## src/rtl/tetris_tick_gen_if.sv

```systemverilog
// Control/status bundle between the game FSM and the gravity tick generator.
interface tetris_tick_gen_if #(
    parameter int CNT_W = 32,
    parameter int LVL_W = 4
);
    logic [LVL_W-1:0] level;
    logic             fast;
    logic             pause;
    logic             restart;
    logic             tick;
    logic             anim_tick;
    logic [CNT_W-1:0] period_o;

    // game FSM side
    modport master (
        output level, fast, pause, restart,
        input  tick, anim_tick, period_o
    );

    // tick generator side
    modport slave (
        input  level, fast, pause, restart,
        output tick, anim_tick, period_o
    );
endinterface

```

## src/rtl/tetris_tick_gen.sv

```systemverilog
// Gravity tick generator: level/soft-drop dependent period, pause/restart
// control, plus a free-running fixed-rate animation tick.
module tetris_tick_gen #(
    parameter int CNT_W       = 32,
    parameter int LVL_W       = 4,
    parameter int BASE_PERIOD = 80_000_000,
    parameter int LEVEL_STEP  = 6_000_000,
    parameter int MIN_PERIOD  = 8_000_000,
    parameter int FAST_SHIFT  = 3,
    parameter int ANIM_PERIOD = 25_000_000
) (
    input  logic              clk,
    input  logic              rst,
    tetris_tick_gen_if.slave  bus
);
    // product is kept at full width so high levels never wrap into a long period
    localparam int PW = CNT_W + LVL_W;

    logic [PW-1:0]    prod;
    logic [PW-1:0]    diff;
    logic [CNT_W-1:0] slow;
    logic [CNT_W-1:0] shr;
    logic [CNT_W-1:0] eff;
    logic [CNT_W-1:0] period_q;
    logic [CNT_W-1:0] gcnt;
    logic [CNT_W-1:0] acnt;
    logic             tick_q;
    logic             anim_q;

    // period selection from level and soft-drop request
    always_comb begin
        prod = PW'(bus.level) * PW'(LEVEL_STEP);
        diff = PW'(BASE_PERIOD) - prod;
        if (prod >= PW'(BASE_PERIOD) || diff < PW'(MIN_PERIOD))
            slow = CNT_W'(MIN_PERIOD);
        else
            slow = diff[CNT_W-1:0];
        shr = slow >> FAST_SHIFT;
        if (!bus.fast)
            eff = slow;
        else if (shr < CNT_W'(2))
            eff = CNT_W'(2);
        else
            eff = shr;
    end

    // applied period register; the counter compares against this, not eff
    always_ff @(posedge clk or negedge rst) begin
        if (!rst) period_q <= CNT_W'(BASE_PERIOD);
        else      period_q <= eff;
    end

    // gravity counter; >= lets a shrinking period fire next edge without wrapping
    always_ff @(posedge clk or negedge rst) begin
        if (!rst) begin
            gcnt   <= '0;
            tick_q <= 1'b0;
        end else if (bus.restart) begin
            gcnt   <= '0;
            tick_q <= 1'b0;
        end else if (bus.pause) begin
            tick_q <= 1'b0;
        end else if (gcnt >= period_q - CNT_W'(1)) begin
            gcnt   <= '0;
            tick_q <= 1'b1;
        end else begin
            gcnt   <= gcnt + CNT_W'(1);
            tick_q <= 1'b0;
        end
    end

    // animation counter: fixed period, ignores pause, cleared by restart
    always_ff @(posedge clk or negedge rst) begin
        if (!rst) begin
            acnt   <= '0;
            anim_q <= 1'b0;
        end else if (bus.restart) begin
            acnt   <= '0;
            anim_q <= 1'b0;
        end else if (acnt >= CNT_W'(ANIM_PERIOD - 1)) begin
            acnt   <= '0;
            anim_q <= 1'b1;
        end else begin
            acnt   <= acnt + CNT_W'(1);
            anim_q <= 1'b0;
        end
    end

    assign bus.tick      = tick_q;
    assign bus.anim_tick = anim_q;
    assign bus.period_o  = period_q;
endmodule

```

## src/flat_wrapper.sv

```systemverilog
// flat-port wrapper written by rule: the top's interface ports become plain ports
module tetris_tick_gen_flat 
#(
    parameter int CNT_W       = 32,
    parameter int LVL_W       = 4,
    parameter int BASE_PERIOD = 80_000_000,
    parameter int LEVEL_STEP  = 6_000_000,
    parameter int MIN_PERIOD  = 8_000_000,
    parameter int FAST_SHIFT  = 3,
    parameter int ANIM_PERIOD = 25_000_000
)
  (clk, rst, bus_level, bus_fast, bus_pause, bus_restart, bus_tick, bus_anim_tick, bus_period_o);
  tetris_tick_gen_if #(.CNT_W(CNT_W), .LVL_W(LVL_W)) bus_i ();
  input  logic clk;
  input  logic rst;
  input wire logic [$bits(bus_i.level)-1:0] bus_level;
  input wire logic [$bits(bus_i.fast)-1:0] bus_fast;
  input wire logic [$bits(bus_i.pause)-1:0] bus_pause;
  input wire logic [$bits(bus_i.restart)-1:0] bus_restart;
  output wire logic [$bits(bus_i.tick)-1:0] bus_tick;
  output wire logic [$bits(bus_i.anim_tick)-1:0] bus_anim_tick;
  output wire logic [$bits(bus_i.period_o)-1:0] bus_period_o;
  assign bus_i.level = bus_level;
  assign bus_i.fast = bus_fast;
  assign bus_i.pause = bus_pause;
  assign bus_i.restart = bus_restart;
  assign bus_tick = bus_i.tick;
  assign bus_anim_tick = bus_i.anim_tick;
  assign bus_period_o = bus_i.period_o;
  tetris_tick_gen #(.CNT_W(CNT_W), .LVL_W(LVL_W), .BASE_PERIOD(BASE_PERIOD), .LEVEL_STEP(LEVEL_STEP), .MIN_PERIOD(MIN_PERIOD), .FAST_SHIFT(FAST_SHIFT), .ANIM_PERIOD(ANIM_PERIOD)) u_core (.clk(clk), .rst(rst), .bus(bus_i));
endmodule
```

## config.mk

```make
export PLATFORM = sky130hd
export DESIGN_NAME = tetris_tick_gen_flat
export DESIGN_NICKNAME = d
export VERILOG_FILES = /design/src/rtl/tetris_tick_gen_if.sv /design/src/rtl/tetris_tick_gen.sv /design/src/flat_wrapper.sv
export SDC_FILE = /design/constraint.sdc
export NUM_CORES = 1
export LEC_CHECK = 0
export CORE_UTILIZATION = 60
export CTS_BUF_LIST = sky130_fd_sc_hd__clkbuf_8 sky130_fd_sc_hd__clkbuf_16
export CTS_CLUSTER_SIZE = 20
export DETAILED_ROUTE_END_ITERATION = 8
export PLACE_DENSITY = 0.8
export SLEW_MARGIN = 30
export SYNTH_ARGS = -nofsm -noshare
export SYNTH_HDL_FRONTEND = slang
export SYNTH_SLANG_ARGS = --single-unit
```

## constraint.sdc

```tcl
create_clock -name clk -period 7.1 [get_ports clk]
set_clock_uncertainty 0.05 [all_clocks]
set_input_delay 0.71 -clock clk [delete_from_list [all_inputs] [get_ports clk]]
set_output_delay 0.71 -clock clk [all_outputs]
set_load 0.02 [all_outputs]
```

==> flow_summary_export.csv <==
group,metric,value,unit
status,run_status,"complete, but fails checks",
status,violations,"design-rule violations",
worst_setup_path,data_required_time_at_the_worst_endpoint,7320,ps
cells_and_area,finish.cell_count_without_fillers,992,
timing,layout_worst_path_cycle_share,81.81,%
cells_and_area,antenna_cells,0,
synth,synth_top_cell_by_area,"dfrtp_1",
synth,synth-seq-cells,92,
routing,detailedRoute.firstPassIterationCount,7,
cells_and_area,layout.area.seq,2312,um^2
routing,via_per_inst,6.227,
routing,postRouteWirelength,16300,um
cells_and_area,filler_cell_count,931,
place,detailed_place_hpwl,12710,um
worst_setup_path,critical_path.max_fanout,41,
power,leakagePower,3.531,nW
worst_setup_path,critical_path.startpoint_type,"flip-flop",
cells_and_area,drive_above_1_share,7.067,%
synth,synth_area_per_cell,8.806,um^2
clocking,htreeDepth,3,
power,ir_drop,0.1519,mV
cells_and_area,finish.utilization,68.65,%
clocking,cts.repair_timing.setup_buffer_count,0,
synth,synth-edff-count,0,
worst_setup_path,worst_ep_arrival_time,6030,ps
floorplan,placement_rows,39,
floorplan,core,11560,um^2
routing,dr_total_vias,6177,
grt,grt_pass1_vias,5964,
synth,synthesis.yosys.warnings,0,
timing,slew_violations,0,
timing,tns,0,ps
grt,grt_antenna_before_repair,0,
synth,synth_async_sr_flop_share,100.0,%
clocking,cts_repair_resize_count,0,
timing,period_minus_slack,5809,ps
worst_setup_path,worstSetupEndpointType,"flip-flop",
timing,setup_viol,0,
grt,global_route.overflow_total,0,
grt,grt_first_pass_wirelength,27500,um
routing,met3RoutedLength,602,um
floorplan,fp.dieW,111.5,um
routing,routedLengthMet1,7044,um
floorplan,die_h,111.5,um
clocking,ctsRootBufferMaster,"clkbuf_16",
floorplan,ports,43,
place,finalWeightedCongestion,0.9473,
place,placedCellCount,975,
floorplan,start_util,62.21,%
synth,synth_ff_type,"dfrtp_1",
routing,top_layer_used,"met4",
power,cellPowerDensity,271.2,nW/um^2
worst_setup_path,critPathSlowestCell,"or4_1",
routing,routedWlPerCell,16.43,um
worst_hold_path,min-delay-path-class,"in2async",
place,port_buffers,39,
worst_setup_path,critical_path_s_largest_stage_delay,560,ps
clocking,clk-insertion-delay-late,350,ps
synth,syn_area,7194,um^2
timing,tightest_slew,914.1,ps
clocking,cts_sinks,92,
cells_and_area,nets,918,
clocking,cts.clk_slew.worst_paths,60,ps
cells_and_area,area_growth_syn_to_layout,10.35,%
synth,synth_area_leaders,"dfrtp_1 29%, ha_1 11%, xor2_1 4.3%",
clocking,tritoncts.num_buffers,9,
timing,grt_setup_unrepaired,"no",
synth,synth_sequential_area_ratio,32.14,%
clocking,tritoncts,"built",
timing,final-hold-violation-count,0,
power,total_power,2.153,mW
synth,postSynthCellCount,817,
grt,grt_use_total,27.45,%
timing,maximum_clock_frequency,172.2,MHz
worst_setup_path,worst-setup-path-type,"reg2reg",
synth,synth_largest_type_area_fraction,29.22,%
flow_run,cap_viol_max_count,0,
routing,number_of_violations_reported_at_the_end_of_detailed_routing_iteration_0,427,
grt,maximum_number_of_pins_on_one_net_before_global_route_repair,65,
cells_and_area,multi_input_comb_area,4661,um^2
worst_setup_path,worstPathCellList,"nor4_4 -> nand2_1 -> or3_1 -> nor2_1 -> nand2_1 -> or4_1 -> or3_1 -> nor4_4 -> nor2_1 -> ha_1 -> a21o_1 -> a21o_1 -> a21o_1 -> a21oi_1 -> o21ai_0 -> or4_1 -> nand2_1 -> buf_12 -> a41oi_1 -> a31oi_1",
routing,route.antenna.remaining_nets,0,
routing,met2_length,8321,um
floorplan,die_area,12430,um^2
timing,slew_headroom,39.06,%
clocking,ctsHoldBuffers,0,
routing,drt_drc_violations_left,4,
clocking,max-clock-path-buffers,2,
synth,ys_types,80,
==> per-stage QoR <==
stage,worst slack [ps],hold slack (ps),area [um^2]
after global routing,926.5,241.5,7939
after CTS,1302,231.7,7929
after floorplan,1693,364.4,7232
final,1291,221.5,7939
after detailed placement,1109,436.5,7650
after global placement,1306,419.4,7650
==> worst max-delay path, delay by kind of cell, from the launching register on <==
kind            cells  cell delay [ps]
flops               1              480
fa+ha+maj           1              300
buf+inv             1              270
simple gates       11             3510
compound gates      7             1090
==> synth_stat cells (4+ instances only) <==
cell	number
a211oi_1	10
inv_1	23
nand3b_1	5
fa_1	4
buf_4	8
or3_1	6
nand3_1	29
nor2_1	79
ha_1	61
and2_1	14
xnor2_1	28
a31oi_1	28
nand2b_1	23
a21oi_2	4
nand2_1	58
o21a_1	6
nor2b_1	4
nor3_1	24
nand4_1	12
o211ai_1	6
a41oi_1	4
and4_1	5
dfrtp_1	84
nor4_1	7
a21o_1	25
or4_1	5
xor2_1	35
clkbuf_1	22
a21oi_1	58
and3_1	24
dfstp_2	8
o21ai_0	32
==> power by group <==
group / switching, mW / internal (mW) / leakage, nW
Combinational: 0.573 / 0.422 / 2.19
Clock: 0.204 / 0.246 / 0.132
Sequential: 0.0980 / 0.610 / 1.20
==> path summary, 6_finish.rpt <==
check | startpoint | to | slack [ps] | cells past startpoint
worst max register to register | u_core.bus.period_o[1] | u_core.gcnt[8] | 1290 | 20
worst max-delay path | u_core.bus.period_o[1] | u_core.gcnt[8] | 1290 | 20
max in group asynchronous | rst | u_core.acnt[6] | 5690 | 2
worst min-delay path | rst | u_core.gcnt[2] | 220 | 1
worst min register to register | u_core.acnt[0] | u_core.acnt[0] | 440 | 1
min in group clk | u_core.acnt[0] | u_core.acnt[0] | 440 | 1
==> cells by family (layout without fill, tap and decap cells) <==
logic type / count (synthesis) / in the layout / synth area share [%]
and+or+nand+nor: 316 / 316 / 23.51
AOI/OAI and AO/OA: 216 / 216 / 20.37
DFF: 92 / 92 / 32.14
adders and majority gates: 65 / 65 / 11.72
xor gates and xnor gates: 65 / 65 / 8.122
buffers and inverters: 59 / 81 / 3.652
muxes: 3 / 3 / 0.4348
other: 1 / 11 / 0.05212
==> placed cells by master (no fill, tap or decap), types with 6 or more instances in the layout <==
cell | Yosys | final
a211oi_1 | 10 | 10
o21a_1 | 6 | 6
xnor2_1 | 28 | 28
clkbuf_16 | 0 | 9
nor2_1 | 79 | 79
a21o_1 | 25 | 25
dfstp_2 | 8 | 8
a31oi_1 | 28 | 28
inv_1 | 23 | 24
xor2_1 | 35 | 35
and3_1 | 24 | 24
nand4_1 | 12 | 12
clkdlybuf4s50_1 | 0 | 37
ha_1 | 61 | 61
o211ai_1 | 6 | 6
nor4_1 | 7 | 7
nor3_1 | 24 | 24
and2_1 | 14 | 14
dfrtp_1 | 84 | 84
or3_1 | 6 | 6
a21oi_1 | 58 | 57
nand2b_1 | 23 | 23
nand2_1 | 58 | 58
o21ai_0 | 32 | 32
nand3_1 | 29 | 29
conb_1 | 1 | 11
==> cell type report <==
cell class	count	area share [%]
clock inverters	6	0.5043
clock buffers	10	3.010
inverters	23	1.087
well taps	143	2.254
flip-flops and latches	92	29.13
multi-input cells	676	58.71
repair buffers	42	5.311
==> metal layers <==
metal	vias to the layer above	global-route usage [%]
met5	-	0
met3	28	4.246
li1	3021	-
met1	2974	33.04
met2	154	49.67
met4	0	9.820
==> registers in the layout (all words and copies together), names as in the netlist <==
signal                count
u_core.acnt              32
u_core.gcnt              32
u_core.bus.period_o      26
u_core.bus.anim_tick      1
u_core.bus.tick           1
No activity file was read; power rests on OpenSTA's default activity.
